### src/rtl/sweep_pkg.sv
// Shared definitions for the truth-table sweep engine: FSM state encoding and
// the width helpers used to size the response tables and the settle counter.
package sweep_pkg;

  // Two-state sweep controller; completion is signalled by a registered pulse
  // rather than a dedicated state.
  typedef enum logic {
    IDLE = 1'b0,
    RUN  = 1'b1
  } state_t;

  // Width of a packed response table: one N_OUT-wide slice per input vector.
  function automatic int table_w(input int n_in, input int n_out);
    return (1 << n_in) * n_out;
  endfunction

  // Width of the settle counter: clog2(SETTLE), never narrower than one bit
  // so that SETTLE=1 still yields a legal register.
  function automatic int settle_cnt_w(input int settle);
    int w;
    w = $clog2(settle);
    return (w < 1) ? 1 : w;
  endfunction

endpackage

### src/rtl/sweep_settle_cnt.sv
// Modulo-SETTLE counter. While enabled it counts 0..SETTLE-1 and raises a
// combinational wrap pulse during the last count, which marks the edge at
// which the current vector has been held for SETTLE cycles.
module sweep_settle_cnt
  import sweep_pkg::*;
#(
  parameter int SETTLE = 2,
  parameter int CNT_W  = settle_cnt_w(SETTLE)
) (
  input  logic clk,
  input  logic rst,
  input  logic i_clr,
  input  logic i_en,
  output logic o_wrap
);

  localparam logic [CNT_W-1:0] LAST    = CNT_W'(SETTLE - 1);
  localparam logic [CNT_W-1:0] CNT_ONE = CNT_W'(1);

  logic [CNT_W-1:0] r_cnt;

  assign o_wrap = i_en && (r_cnt == LAST);

  // Count while enabled, restart on wrap or when a new sweep is accepted.
  always_ff @(posedge clk) begin
    if (rst || i_clr) begin
      r_cnt <= '0;
    end else if (o_wrap) begin
      r_cnt <= '0;
    end else if (i_en) begin
      r_cnt <= r_cnt + CNT_ONE;
    end
  end

endmodule

### src/rtl/truth_table_sweep.sv
// On-chip exhaustive truth-table checker. Drives every input vector of an
// N_IN-input / N_OUT-output combinational block in ascending order, holds each
// for SETTLE cycles, captures the response at the end of the window and
// compares it against a reference table, reporting a mismatch count, the
// lowest failing vector and an overall pass flag.
module truth_table_sweep
  import sweep_pkg::*;
#(
  parameter int N_IN   = 3,
  parameter int N_OUT  = 1,
  parameter int SETTLE = 2
) (
  input  logic                             clk,
  input  logic                             rst,
  input  logic                             start,
  input  logic [table_w(N_IN, N_OUT)-1:0]  expected,
  input  logic [N_OUT-1:0]                 f_in,
  output logic [N_IN-1:0]                  vec,
  output logic                             busy,
  output logic                             done,
  output logic [table_w(N_IN, N_OUT)-1:0]  table_out,
  output logic [N_IN:0]                    err_count,
  output logic [N_IN-1:0]                  first_err,
  output logic                             pass
);

  localparam int                TBL_W    = table_w(N_IN, N_OUT);
  localparam logic [N_IN-1:0]   LAST_VEC = '1;
  localparam logic [N_IN-1:0]   VEC_ONE  = N_IN'(1);
  localparam logic [N_IN:0]     ERR_ONE  = (N_IN + 1)'(1);

  state_t              r_state;
  logic [N_IN-1:0]     r_vec;
  logic                r_busy;
  logic                r_done;
  logic [TBL_W-1:0]    r_table;
  logic [N_IN:0]       r_err_count;
  logic [N_IN-1:0]     r_first_err;
  logic                r_pass;

  logic                w_accept;
  logic                w_running;
  logic                w_sample;
  logic                w_last;
  logic                w_mismatch;
  int                  w_base;
  logic [N_OUT-1:0]    w_exp_slice;

  // A start is only honoured from IDLE; in RUN it is ignored entirely.
  assign w_accept  = (r_state == IDLE) && start;
  assign w_running = (r_state == RUN);

  // Table slice addressed by the vector currently under test. The reference
  // is read live at the sample edge, so it must not move during a sweep.
  assign w_base      = int'(r_vec) * N_OUT;
  assign w_exp_slice = expected[w_base +: N_OUT];
  assign w_mismatch  = (f_in != w_exp_slice);
  assign w_last      = (r_vec == LAST_VEC);

  sweep_settle_cnt #(
    .SETTLE (SETTLE)
  ) u_settle (
    .clk    (clk),
    .rst    (rst),
    .i_clr  (w_accept),
    .i_en   (w_running),
    .o_wrap (w_sample)
  );

  // Sweep controller: accept start, capture/compare on each settle wrap,
  // advance the vector, and pulse done after the final vector's comparison.
  always_ff @(posedge clk) begin
    if (rst) begin
      r_state     <= IDLE;
      r_vec       <= '0;
      r_busy      <= 1'b0;
      r_done      <= 1'b0;
      r_table     <= '0;
      r_err_count <= '0;
      r_first_err <= '0;
      r_pass      <= 1'b0;
    end else begin
      r_done <= 1'b0;
      case (r_state)
        IDLE: begin
          if (start) begin
            r_state     <= RUN;
            r_busy      <= 1'b1;
            r_vec       <= '0;
            r_table     <= '0;
            r_err_count <= '0;
            r_first_err <= '0;
            r_pass      <= 1'b0;
          end
        end
        RUN: begin
          if (w_sample) begin
            r_table[w_base +: N_OUT] <= f_in;
            if (w_mismatch) begin
              r_err_count <= r_err_count + ERR_ONE;
              if (r_err_count == '0) begin
                r_first_err <= r_vec;
              end
            end
            if (w_last) begin
              // Final verdict must include the comparison made on this edge.
              r_state <= IDLE;
              r_busy  <= 1'b0;
              r_vec   <= '0;
              r_done  <= 1'b1;
              r_pass  <= (r_err_count == '0) && !w_mismatch;
            end else begin
              r_vec <= r_vec + VEC_ONE;
            end
          end
        end
        default: begin
          r_state <= IDLE;
        end
      endcase
    end
  end

  assign vec       = r_vec;
  assign busy      = r_busy;
  assign done      = r_done;
  assign table_out = r_table;
  assign err_count = r_err_count;
  assign first_err = r_first_err;
  assign pass      = r_pass;

endmodule

### config.mk
export PLATFORM = sky130hd
export DESIGN_NAME = truth_table_sweep
export DESIGN_NICKNAME = d
export VERILOG_FILES = /design/src/rtl/sweep_pkg.sv /design/src/rtl/sweep_settle_cnt.sv /design/src/rtl/truth_table_sweep.sv
export SDC_FILE = /design/constraint.sdc
export NUM_CORES = 1
export LEC_CHECK = 0
export BUFFER_PORTS_ARGS = -buffer_cell sky130_fd_sc_hd__buf_2
export CAP_MARGIN = 5
export CORE_UTILIZATION = 40
export CTS_CLUSTER_DIAMETER = 80
export CTS_CLUSTER_SIZE = 20
export DETAILED_ROUTE_END_ITERATION = 10
export HOLD_SLACK_MARGIN = 0.02
export PLACE_DENSITY = 0.63
export SYNTH_ARGS = -nofsm -noshare
export SYNTH_HDL_FRONTEND = slang
export SYNTH_SLANG_ARGS = --single-unit
### constraint.sdc
create_clock -name clk -period 2.36 [get_ports clk]
set_clock_uncertainty 0.15 [all_clocks]
set_input_delay 0.354 -clock clk [delete_from_list [all_inputs] [get_ports clk]]
set_output_delay 0.354 -clock clk [all_outputs]
set_load 0.05 [all_outputs]
==> results.md <==
- Most used flip-flop cell after synthesis: sky130_fd_sc_hd__dfxtp_1
- Most numerous cell in the Yosys netlist: sky130_fd_sc_hd__dfxtp_1
- Final layout net count: about 220
- Post-synthesis cell type with the largest combined area: sky130_fd_sc_hd__dfxtp_1
- Worst Path Arrival: 2320 ps
- Number of storage elements in the synthesis netlist: 23
- Core region area: between 0.003 and 0.004 mm²
- Critical path buffers and inverters: 1
- Clock tree from TritonCTS: done
- Worst stage delay on the critical path: 440 ps
- Number of vias per cell after detailed routing: about 5.4
- Count of flip-flops with a built-in enable after synthesis: 0
- Non-filler instance count after layout: around 240
- Area of the multi-input gates: 847.1 µm²
- Total Routing Usage GR: 18.00%
- Routed wire per std cell: 13.23 µm
- Crit path max fanout: 10
- Worst hold slack: 224.9 ps
- Count of unresolved DRC violations after routing: 0
- Final HPWL DP: around 2400 µm
- Cell count of the worst reg-to-reg path: 6
- Starting density of the core: a little over two fifths
- Number of top-level design ports: 33
- Relative max-transition margin: between 60% and 70%
- Cell Rows: 21
- Area after DPL: between 0.0015 and 0.002 mm²
- Final critical-path share of the clock period: 93.62%
- Fraction of layout instances using a drive strength above 1: between 20% and 30%
- Vias in the first global route: 1154
- Post-CTS setup-driven buffer insertion count: 0
- Number of antenna violations at the first check in global routing: 0
- Hold path start: start
- Final-layout setup total negative slack: 0 ps
- Maximum capacitance violations: 0
- Finished layout cell area: 0.001625 mm²
- Status: finished clean
- CTS hold repair buffers: 0
- Number of standard cells after synthesis: around 170
- Via count of the routed design: between 1000 and 1500
- Largest net degree at the start of global routing: 18
- Most frequent CP cell: sky130_fd_sc_hd__ha_1
- Reg-to-reg slack, setup: around 150 ps
- Count of instances resized after the clock tree is built: 0
- IR drop worst, VDD: between 0.2 and 0.25 mV
- Destination of the worst register-to-register timing path: table_out[4]
- Data required time at the worst endpoint: between 2000 and 2500 ps
- Layout Area Growth over Synthesis: 15.78%
- Worst Hold Endpoint: r_state
- Hold violation count in the final report: 0
- Combined flip-flop and latch cell area: between 400 and 500 µm²
- Die Area: approximately 0.0038 mm²
- Inst Count DP: 240
- Average instance area after synthesis: about 8.5 µm²
- Type of the worst setup path: reg2reg
- Share of synthesized registers carrying an async set or reset: 0%
- Cell type group with the largest total delay on the critical path: simple AND/OR/NAND/NOR gates
- Leakage: 0.6275 nW
- Number of I/O port buffers: 32
- Power Dens Cells: 423.8 mW/mm²
- Initial DRT Pass Iterations: 4
- Cell with the largest stage delay on the worst path: sky130_fd_sc_hd__dfxtp_2
- Detailed Route Iter0 Violations: 51
- Ys Warns: 0
- CTS H-tree lvls: 1
- Number of filler instances in the final layout: 350
- Highest achievable clock rate: between 0.4 and 0.5 GHz
- Post-synth design cell area: 0.001404 mm²
- Cells on Worst Hold Path: 3
- RSZ-0062 raised after global routing: no
- Number of endpoints failing setup at the final stage: 0
- Clock transition at the register clock pins on the worst setup and hold paths after CTS: 140 ps
- Clk Latency, worst-skew pair: ~320 ps
- Buffer type at the clock tree root: sky130_fd_sc_hd__clkbuf_4
- Library cells used by synthesis: between 40 and 50
- Worst reg2reg path startpoint: vec[1]
- GRT overflow: 0
- Slew Limit Fails: 0
- Longest Clk Path Bufs: 2
- Count of inserted antenna diode cells: 0
- Sequential area share after synthesis: between 30% and 40%
- Chip height: between 60 and 70 µm
- CTS Buf Count: 3
- Top cells by count, synth: sky130_fd_sc_hd__dfxtp_1, sky130_fd_sc_hd__nand2_1, sky130_fd_sc_hd__nor2_1
- Transition time of the tightest slew-check pin: between 500 and 600 ps
- Portion of synthesized cell area occupied by the leading cell type: around 33%
- Top cells by area, synth: sky130_fd_sc_hd__dfxtp_1, sky130_fd_sc_hd__o311ai_2, sky130_fd_sc_hd__nand2_1
- Net count after synthesis: roughly 180
- Antenna-violating nets left: 0
- Worst Setup Start Kind: register
- Final critical-path required period: between 2000 and 2500 ps
- Hold Crit Class: in2reg
- Routed wire length: approximately 3200 µm
- Total design power: ~0.00069 W
- First-pass GRT wire length: ~5000 µm
- Chip width: around 61 µm
- CP endpoint kind: register
- Worst path cell trace: inv_1 > ha_1 > ha_1 > or3b_1 > or4_1 > a21oi_1
- Routability cong.: about 0.88
- Clock sink count: 23
[placed cells by master, fill, tap and decap left out, types with 2 or more instances in the layout]
master,instances
sky130_fd_sc_hd__clkbuf_4,3
sky130_fd_sc_hd__inv_1,6
sky130_fd_sc_hd__a21oi_1,10
sky130_fd_sc_hd__or3_1,4
sky130_fd_sc_hd__mux2i_1,3
sky130_fd_sc_hd__or4_1,3
sky130_fd_sc_hd__buf_2,32
sky130_fd_sc_hd__nand2_1,22
sky130_fd_sc_hd__nand3_1,7
sky130_fd_sc_hd__nor2_1,16
sky130_fd_sc_hd__nand2b_1,2
sky130_fd_sc_hd__buf_4,6
sky130_fd_sc_hd__o311ai_2,6
sky130_fd_sc_hd__ha_1,6
sky130_fd_sc_hd__and2b_1,3
sky130_fd_sc_hd__nor4_1,3
sky130_fd_sc_hd__o21ai_0,5
sky130_fd_sc_hd__dfxtp_1,21
sky130_fd_sc_hd__nor3_1,4
sky130_fd_sc_hd__a31oi_1,4
sky130_fd_sc_hd__nand4_1,3
sky130_fd_sc_hd__o211ai_1,6
[per-layer routing]
| layer | up-vias | GRT usage (%) | routed length [µm] |
|---|---|---|---|
| li1 | 673 | - | - |
| met1 | 608 | 23.85 | 1641 |
| met2 | 27 | 29.97 | 1425 |
| met3 | 4 | 3.571 | 131 |
| met4 | 0 | 4.545 | 29 |
| met5 | - | 0 | 0 |
[tightest hold or removal path: cells and delay by family]
family | cells | cell delay [ps]
AND/OR/NAND/NOR | 1 | 120
buffers and inverters | 1 | 120
AO/OA/AOI/OAI | 1 | 60
[stage by stage]
stage                     utilization (%)  setup slack, ps
final                               48.71            150.5
after global routing                48.71            41.02
after CTS                           48.71            157.6
after detailed placement            47.88            193.0
after global placement              47.88            250.2
after floorplan                         -            58.28
[kinds of logic after synthesis]
family | share of synthesized area (%)
compound gates | 23.89
fa+ha+maj | 5.347
buf+inv | 6.862
flops | 32.80
mux | 4.010
simple gates | 27.10
[state kept, by name (all words and copies together) (netlist names)]
register        cells
busy                1
first_err           3
r_state             1
done                1
err_count           4
table_out           8
vec                 3
u_settle.r_cnt      1
pass                1
[where the power goes]
group	internal, W	switching, W	total (W)	leakage, nW
combinational	0.0000331	0.0000653	0.0000985	0.422
sequential	0.000393	0.00000660	0.000399	0.187
clock	0.0000634	0.000128	0.000191	0.0177
total	0.000489	0.000200	0.000689	0.627
[how the worst max path moves through the flow]
stage                start  depth (start not counted)  slack (ps)      endpoint
global placement    vec[1]                          6         250  table_out[4]
detailed placement  vec[1]                          6         190  table_out[4]
global route        vec[1]                          6          40  table_out[4]
floorplan           vec[2]                          5          60  table_out[4]
finish              vec[1]                          6         150  table_out[4]
CTS                 vec[1]                          6         160  table_out[4]
[area by class of cell]
cell class / count / share of cell area (%)
inverters: 6 / 1.386
clock inverters: 1 / 0.3079
clock buffers: 3 / 1.386
well taps: 46 / 3.541
repair buffers: 38 / 12.63
flip-flops and latches: 23 / 28.64
multi-input cells: 127 / 52.12
Note: power is estimated with default switching activity, not from simulation.
